### config.mk
export PLATFORM = sky130hd
export DESIGN_NAME = rv_rr_arbiter
export DESIGN_NICKNAME = d
export VERILOG_FILES = /design/src/rtl/rv_arb_pkg.sv /design/src/rtl/rv_rr_arbiter_rr_pick.sv /design/src/rtl/rv_rr_arbiter.sv
export SDC_FILE = /design/constraint.sdc
export NUM_CORES = 1
export LEC_CHECK = 0
export CORE_ASPECT_RATIO = 0.7
export CORE_MARGIN = 2
export CORE_UTILIZATION = 48
export DETAILED_ROUTE_END_ITERATION = 8
export GPL_ROUTABILITY_DRIVEN = 0
export GPL_TIMING_DRIVEN = 0
export PLACE_DENSITY = 0.82
export SYNTH_ARGS = -nofsm -noshare
export SYNTH_HDL_FRONTEND = slang
export SYNTH_SLANG_ARGS = --single-unit
### constraint.sdc
create_clock -name clk -period 4.45 [get_ports clk]
set_input_delay 1.335 -clock clk [delete_from_list [all_inputs] [get_ports clk]]
set_output_delay 1.335 -clock clk [all_outputs]
set_load 0.01 [all_outputs]
### src/rtl/rv_arb_pkg.sv
// Shared definitions for the ready/valid round-robin arbiter and related schedulers.
// Holds the arbiter state encoding and the wrap-around index helper.
package rv_arb_pkg;

  typedef enum logic {
    ARB_IDLE  = 1'b0,
    ARB_GRANT = 1'b1
  } arb_state_e;

  // Wrap explicitly at n-1 so non-power-of-two requester counts rotate correctly.
  function automatic int unsigned rr_next_idx(input int unsigned ptr, input int unsigned n);
    return (ptr >= n - 1) ? 32'd0 : ptr + 32'd1;
  endfunction

endpackage

### src/rtl/rv_rr_arbiter_rr_pick.sv
// Rotating priority encoder: returns the first set request at or after ptr,
// scanning upward with wrap. Purely combinational.
module rr_pick
  import rv_arb_pkg::*;
#(
  parameter int NUM_REQ = 4,
  parameter int IDX_W   = $clog2(NUM_REQ)
) (
  input  logic [NUM_REQ-1:0] req,
  input  logic [IDX_W-1:0]   ptr,
  output logic               found,
  output logic [IDX_W-1:0]   idx
);

  logic [IDX_W-1:0] k;

  always_comb begin
    found = 1'b0;
    idx   = '0;
    k     = ptr;
    for (int i = 0; i < NUM_REQ; i++) begin
      if (!found && req[k]) begin
        found = 1'b1;
        idx   = k;
      end
      k = IDX_W'(rr_next_idx(32'(k), NUM_REQ));
    end
  end

endmodule

### src/rtl/rv_rr_arbiter.sv
// Round-robin ready/valid arbiter with burst locking feeding one registered egress stage.
// A grant lasts until the requester's last beat or MAX_BURST accepted beats.
module rv_rr_arbiter
  import rv_arb_pkg::*;
#(
  parameter int NUM_REQ   = 4,
  parameter int DATA_W    = 8,
  parameter int MAX_BURST = 4,
  parameter int IDX_W     = $clog2(NUM_REQ)
) (
  input  logic                        clk,
  input  logic                        rst,
  input  logic [NUM_REQ-1:0]          req_valid,
  output logic [NUM_REQ-1:0]          req_ready,
  input  logic [NUM_REQ*DATA_W-1:0]   req_data,
  input  logic [NUM_REQ-1:0]          req_last,
  output logic                        e_valid,
  input  logic                        e_ready,
  output logic [DATA_W-1:0]           e_data,
  output logic                        e_last,
  output logic [IDX_W-1:0]            e_src,
  output logic                        busy
);

  localparam int CNT_W = (MAX_BURST > 0) ? $clog2(MAX_BURST + 1) : 1;

  arb_state_e         state_q, state_d;
  logic [IDX_W-1:0]   ptr_q, ptr_d;
  logic [IDX_W-1:0]   gnt_q, gnt_d;
  logic [CNT_W-1:0]   beat_cnt_q, beat_cnt_d;
  logic               e_valid_q, e_valid_d;
  logic [DATA_W-1:0]  e_data_q, e_data_d;
  logic               e_last_q, e_last_d;
  logic [IDX_W-1:0]   e_src_q, e_src_d;

  logic               load_en;
  logic               accept;
  logic               burst_done;
  logic [CNT_W:0]     cnt_inc;
  logic               pick_found;
  logic [IDX_W-1:0]   pick_idx;
  logic [DATA_W-1:0]  data_arr [NUM_REQ];

  for (genvar g = 0; g < NUM_REQ; g++) begin : g_unpack
    assign data_arr[g] = req_data[g*DATA_W +: DATA_W];
  end

  rr_pick #(
    .NUM_REQ (NUM_REQ),
    .IDX_W   (IDX_W)
  ) u_pick (
    .req   (req_valid),
    .ptr   (ptr_q),
    .found (pick_found),
    .idx   (pick_idx)
  );

  // The egress slot can take a new beat when empty or draining this cycle.
  assign load_en    = !e_valid_q || e_ready;
  assign cnt_inc    = {1'b0, beat_cnt_q} + (CNT_W+1)'(1);
  assign burst_done = (MAX_BURST != 0) && (cnt_inc == (CNT_W+1)'(MAX_BURST));

  always_comb begin
    state_d    = state_q;
    ptr_d      = ptr_q;
    gnt_d      = gnt_q;
    beat_cnt_d = beat_cnt_q;
    e_valid_d  = e_valid_q;
    e_data_d   = e_data_q;
    e_last_d   = e_last_q;
    e_src_d    = e_src_q;
    req_ready  = '0;
    accept     = 1'b0;

    case (state_q)
      ARB_IDLE: begin
        if (load_en && pick_found) begin
          gnt_d      = pick_idx;
          beat_cnt_d = '0;
          state_d    = ARB_GRANT;
        end
      end
      ARB_GRANT: begin
        req_ready[gnt_q] = load_en;
        accept           = load_en && req_valid[gnt_q];
        if (accept) begin
          beat_cnt_d = cnt_inc[CNT_W-1:0];
          if (req_last[gnt_q] || burst_done) begin
            state_d = ARB_IDLE;
            ptr_d   = IDX_W'(rr_next_idx(32'(gnt_q), NUM_REQ));
          end
        end
      end
      default: state_d = ARB_IDLE;
    endcase

    // A valid gap in the granted requester empties the slot rather than stalling it.
    if (load_en) begin
      e_valid_d = accept;
      if (accept) begin
        e_data_d = data_arr[gnt_q];
        e_last_d = req_last[gnt_q];
        e_src_d  = gnt_q;
      end
    end
  end

  always_ff @(posedge clk or posedge rst) begin
    if (rst) begin
      state_q    <= ARB_IDLE;
      ptr_q      <= '0;
      gnt_q      <= '0;
      beat_cnt_q <= '0;
      e_valid_q  <= 1'b0;
      e_data_q   <= '0;
      e_last_q   <= 1'b0;
      e_src_q    <= '0;
    end else begin
      state_q    <= state_d;
      ptr_q      <= ptr_d;
      gnt_q      <= gnt_d;
      beat_cnt_q <= beat_cnt_d;
      e_valid_q  <= e_valid_d;
      e_data_q   <= e_data_d;
      e_last_q   <= e_last_d;
      e_src_q    <= e_src_d;
    end
  end

  assign e_valid = e_valid_q;
  assign e_data  = e_data_q;
  assign e_last  = e_last_q;
  assign e_src   = e_src_q;
  assign busy    = (state_q == ARB_GRANT);

endmodule
-- Word-level counts from Yosys, hierarchy flattened
Cells that the tools add are included.
- output and inout bits: 17
- logic and storage cells: 84
- register bits: 20
- bits of input ports: 43
- $add $sub $neg: 5
- reduce and logical (&&, ||, !) cells: 16
- equality and inequality tests: 3
- bitwise operators: 3
- mux-type cells: 38
- magnitude comparators: 11
- operator list (kind ; number):
    binary-select mux 8 bit (select 2 bit) ; 1
    two-way mux 2 bit ; 8
    two-way mux 8 bit ; 2
    < comparator 2 x 3 -> 1 bit (second input constant) ; 5
    two-way mux 1 bit ; 15
    binary-select mux 1 bit (select 2 bit) ; 6
    adder 2 x 1 -> 2 bit (second input constant) ; 4
    >= comparator 2 bit (second input constant) ; 4
    logical AND 1 bit ; 6
    two-way mux 3 bit ; 2
    case mux 3 bit (2 select lines) ; 1
    AND reduction 2 bit ; 3
    adder 3 x 1 -> 4 bit (second input constant) ; 1
    AND 4 bit ; 1
    equality test 4 x 3 -> 1 bit (second input constant) ; 1
    logical NOT 1 bit ; 4
    two-way mux 4 bit ; 1
    >= comparator 3 bit (second input constant) ; 1
    NOT 2 -> 3 bit ; 1
    AND reduction 3 bit ; 1
    demux 1 bit (select 2 bit) ; 1
    >= comparator 2 x 1 -> 1 bit (second input constant) ; 1
    logical OR 1 bit ; 2
    != test 2 x 1 -> 1 bit (second input constant) ; 1
    3 further kinds ; 3

-- Longest topological paths before layout
- depth after elaboration: 15
- gate-level depth with buffers: 8
- depth with buffers taken out: 7

-- Hierarchy
From an unflattened synthesis, not the netlist that was laid out.
- cells, all modules: 132
- area total of the unflattened synthesis: 1526.5 um^2
- modules (own cells, without submodules) (module ; area an instance (um^2) ; sequential area each (um^2) ; instances ; cells an instance):
    rv_rr_arbiter ; 1167.4 ; 500.5 ; 1 ; 86
    rr_pick ; 359.1 ; 0.0 ; 1 ; 46

-- Worst setup path before layout
No wires, ideal clock.
- path kind: input -> output
- start: input port e_ready
- end: output port req_ready[0]
- required time: 3.115 ns
- path buffers: 0
- slack: 1.301 ns
- cell stages on the path: 2
- arrival time: 1.814 ns
- cell sequence: nand2b_1 -> and3_1
- word-level cells in the longest chain between the ends: 3
- ends and longest elaborated chain (what ; line ; RTL):
    start, declared ; rv_rr_arbiter.sv:18 ; input logic e_ready,
    logical OR 1 bit ; rv_rr_arbiter.sv:59 ; assign load_en = !e_valid_q || e_ready;
    AND 4 bit (no line) ; n/a ;
    two-way mux 4 bit ; rv_rr_arbiter.sv:75 ; case (state_q)
    end, declared ; rv_rr_arbiter.sv:14 ; output logic [NUM_REQ-1:0] req_ready,
No other way between the ends.

-- Final worst setup path
- start: input port e_ready
- end: output port req_ready[1]
Same word-level chain as after synthesis.

==> impl_metrics.csv <==
group,metric,value,unit
timing,setup_viol,0,
placed_design,portBuffers,59,
timing,finClkSkew,0.00186,ns
timing,finalHoldViolations,0,
synthesis,synth_nets,188,
synthesis,synth-seq-cells,20,
detailed_routing,wirelength,4.27,mm
critical_path,required,3.12,ns
finish,antenna_cells,0,
synthesis,synthXorXnorAreaFrac,0.554,%
detailed_routing,ant_nets,0,
power,power_density,689,mW/mm^2
synthesis,yosys.area_share.adder,5.54,%
synthesis,synth_area_leader_cell,"dfrtp_1",
timing,fmax,0.241,GHz
power,ir_worst_vdd,335,uV
synthesis,yosys-top-cells-area,"dfrtp_1 (32%), mux4_2 (16%), mux2_2 (7.1%)",
critical_path,criticalPathCategory,"input port to output pin",
synthesis,seq_area_frac_synth,31.7,%
clock_tree,holdBufCountCts,0,
clock_tree,htreeDepth,1,
finish,layout-area-overhead-vs-synth,44.9,%
synthesis,synth_top_area_share,31.7,%
floorplan,start_util,50.2,%
synthesis,synth_enable_flop_cells,0,
detailed_routing,firstDrtPassIters,4,
detailed_routing,drtIter0Drc,82,
synthesis,yosysUniqueCellTypes,42,
critical_path,max_stage_delay,0.55,ns
clock_tree,root_buffer,"clkbuf_8",
synthesis,synth_top_family_by_area,"multiplexers",
clock_tree,clk_path_buf_depth,2,
clock_tree,cts_setup_buffers,0,
worst_hold_path,hp-class,"flip-flop to flip-flop",
placed_design,dpl_cell_area,0.00222,sq mm
synthesis,synthTopCellsByCount,"dfrtp_1 (20), mux4_2 (11), nand2_1 (11)",
synthesis,ys_async_sr_fraction,100,%
timing,final_max_slew_viol_count,0,
synthesis,synth_flop_cell,"dfrtp_1",
timing,worst-slew-pin-transition,0.745,ns
clock_tree,cts_sinks,20,
detailed_routing,vias,1397,
critical_path,path_buf_inv,2,
clock_tree,clkSlewWorstSetupHoldPaths,0.08,ns
floorplan,dieWidth,72.6,um
synthesis,synth-simple-area-share,14.7,%
clock_tree,cts_tree,"yes",
power,total_power,0.00158,W
global_route,antenna_found_initial,0,
timing,tns,0,ns
synthesis,synth_compound_area_share,13.2,%
critical_path,path_cells,"clkdlybuf4s50_1, nand2b_1, and3_1, clkdlybuf4s50_1",
critical_path,cpLargestDelayFamily,"buffers and inverters",
detailed_routing,routedWlPerCell,17.8,um
timing,worst_hold_slack,0.519,ns
floorplan,fp.coreArea,0.00315,sq mm
clock_tree,clock_latency,0.27,ns
finish,final_layout_size_suffix_gt1_share,20.4,%
finish,postLayoutCellArea,0.00229,sq mm
critical_path,start_kind,"input port",
synthesis,yosysWarnings,0,
detailed_routing,drc,0,
global_route,track_usage,25.1,%
finish,final_nets,252,
floorplan,die-area,0.00377,sq mm
timing,min_period,4.15,ns
critical_path,cpMostUsedCell,"clkdlybuf4s50_1",
job,cap_violations,0,
clock_tree,ctsResizeCount,0,
power,power.leakage,0.960,nW
synthesis,synth.most_common_cell,"dfrtp_1",
floorplan,die_height,52.0,um
synthesis,avgSynthCellArea,11.5,sq um
critical_path,crit_path_max_fanout,8,
timing,fin_crit_sh,93.3,%
global_route,grt_pass1_wl,7.04,mm
detailed_routing,routed_via_density,5.85,
floorplan,boundaryPins,60,
finish,fillers,224,
global_route,grt_pass1_vias,1461,
critical_path,endpoint_kind,"output pin",
timing,rsz0062_at_grt,"false",
synthesis,synthMuxAreaShare,28.1,%
critical_path,slowest_stage,"clkdlybuf4s50_1",
synthesis,syn_area,0.00158,sq mm
floorplan,rows,17,
timing,relSlewSlack,50.3,%
global_route,grt_max_degree,21,
critical_path,arrival,2.82,ns
global_route,grt_overflow,0,
outcome,status,"finished, final reports clean",
clock_tree,numCtsBuffers,3,
synthesis,syn-instance-count,138,
placed_design,place_hpwl,3.43,mm
## through the flow
step / std cells / setup slack, ns / util, %
floorplan: 138 / 1.30 / -
global placement: 235 / 0.322 / 70.5
detailed placement: 235 / 0.297 / 70.5
CTS: 239 / 0.293 / 72.7
global route: 239 / 0.241 / 72.7
finish: 239 / 0.296 / 72.7
## state kept, by name (all words and copies together) (netlist names)
register    cells
e_src           2
e_data          8
busy            1
e_last          1
beat_cnt_q      3
gnt_q           2
e_valid         1
ptr_q           2
## worst reg2reg max path, stage by stage (launching register included)
cell      delay, ns
dfrtp_1        0.48
ha_1           0.34
buf_6          0.13
clkbuf_8       0.17
mux4_2         0.29
a211o_2        0.37
nand3b_4       0.14
mux2_4         0.31
## cell families (layout without fill, tap and decap cells)
kind of cell             after synthesis  after routing
AND/OR/NAND/NOR                       40             40
multiplexers                          28             28
AO/OA/AOI/OAI                         28             28
adder cells (fa/ha/maj)                7              7
buffers and inverters                 14             77
flip-flops                            20             20
XOR/XNOR                               1              1
## layout make-up
type,count,area (sq um),share of cell area (%)
Tap cell,38,47.5,2.08
Buffer,7,71.3,3.11
Timing Repair Buffer,59,591,25.8
Clock buffer,3,41.3,1.80
Clock inverter,1,30.0,1.31
Inverter,7,26.3,1.15
Sequential cell,20,500,21.9
Multi-Input combinational cell,104,982,42.9
## path summary, 6_finish.rpt
check	startpoint	end	slack [ns]	cells past startpoint
worst min register to register	e_data[1]	e_data[1]	0.52	1
worst max-delay path	e_ready	req_ready[1]	0.30	4
max in group asynchronous	rst	e_data[4]	2.49	2
worst min-delay path	e_data[1]	e_data[1]	0.52	1
worst max register to register	ptr_q[1]	gnt_q[1]	2.12	7
min in group asynchronous	rst	e_data[6]	1.49	2
## report_power, final
part	switching (W)	leakage, nW	internal (W)	total [W]
combinational	0.000467	0.684	0.000567	0.00103
clock	0.0000672	0.0357	0.000120	0.000187
sequential	0.0000849	0.240	0.000271	0.000356
## metal layers
metal / track usage (%) / vias to the layer above / part of all wire [%]
met5: 0 / - / 0
met4: 8.64 / 0 / 1.7
met3: 4.65 / 11 / 4.8
met2: 43.0 / 49 / 52
met1: 32.1 / 697 / 42
li1: - / 640 / -
## placed cells by master, fill, tap and decap left out, types with 5 or more instances in the layout
master,instances
clkbuf_8,5
clkdlybuf4s50_1,59
dfrtp_1,20
ha_1,7
inv_1,7
mux2_2,10
mux4_2,11
nand2_1,11
nor2_1,6
o21ai_0,9
(Power assumes the default switching activity.)
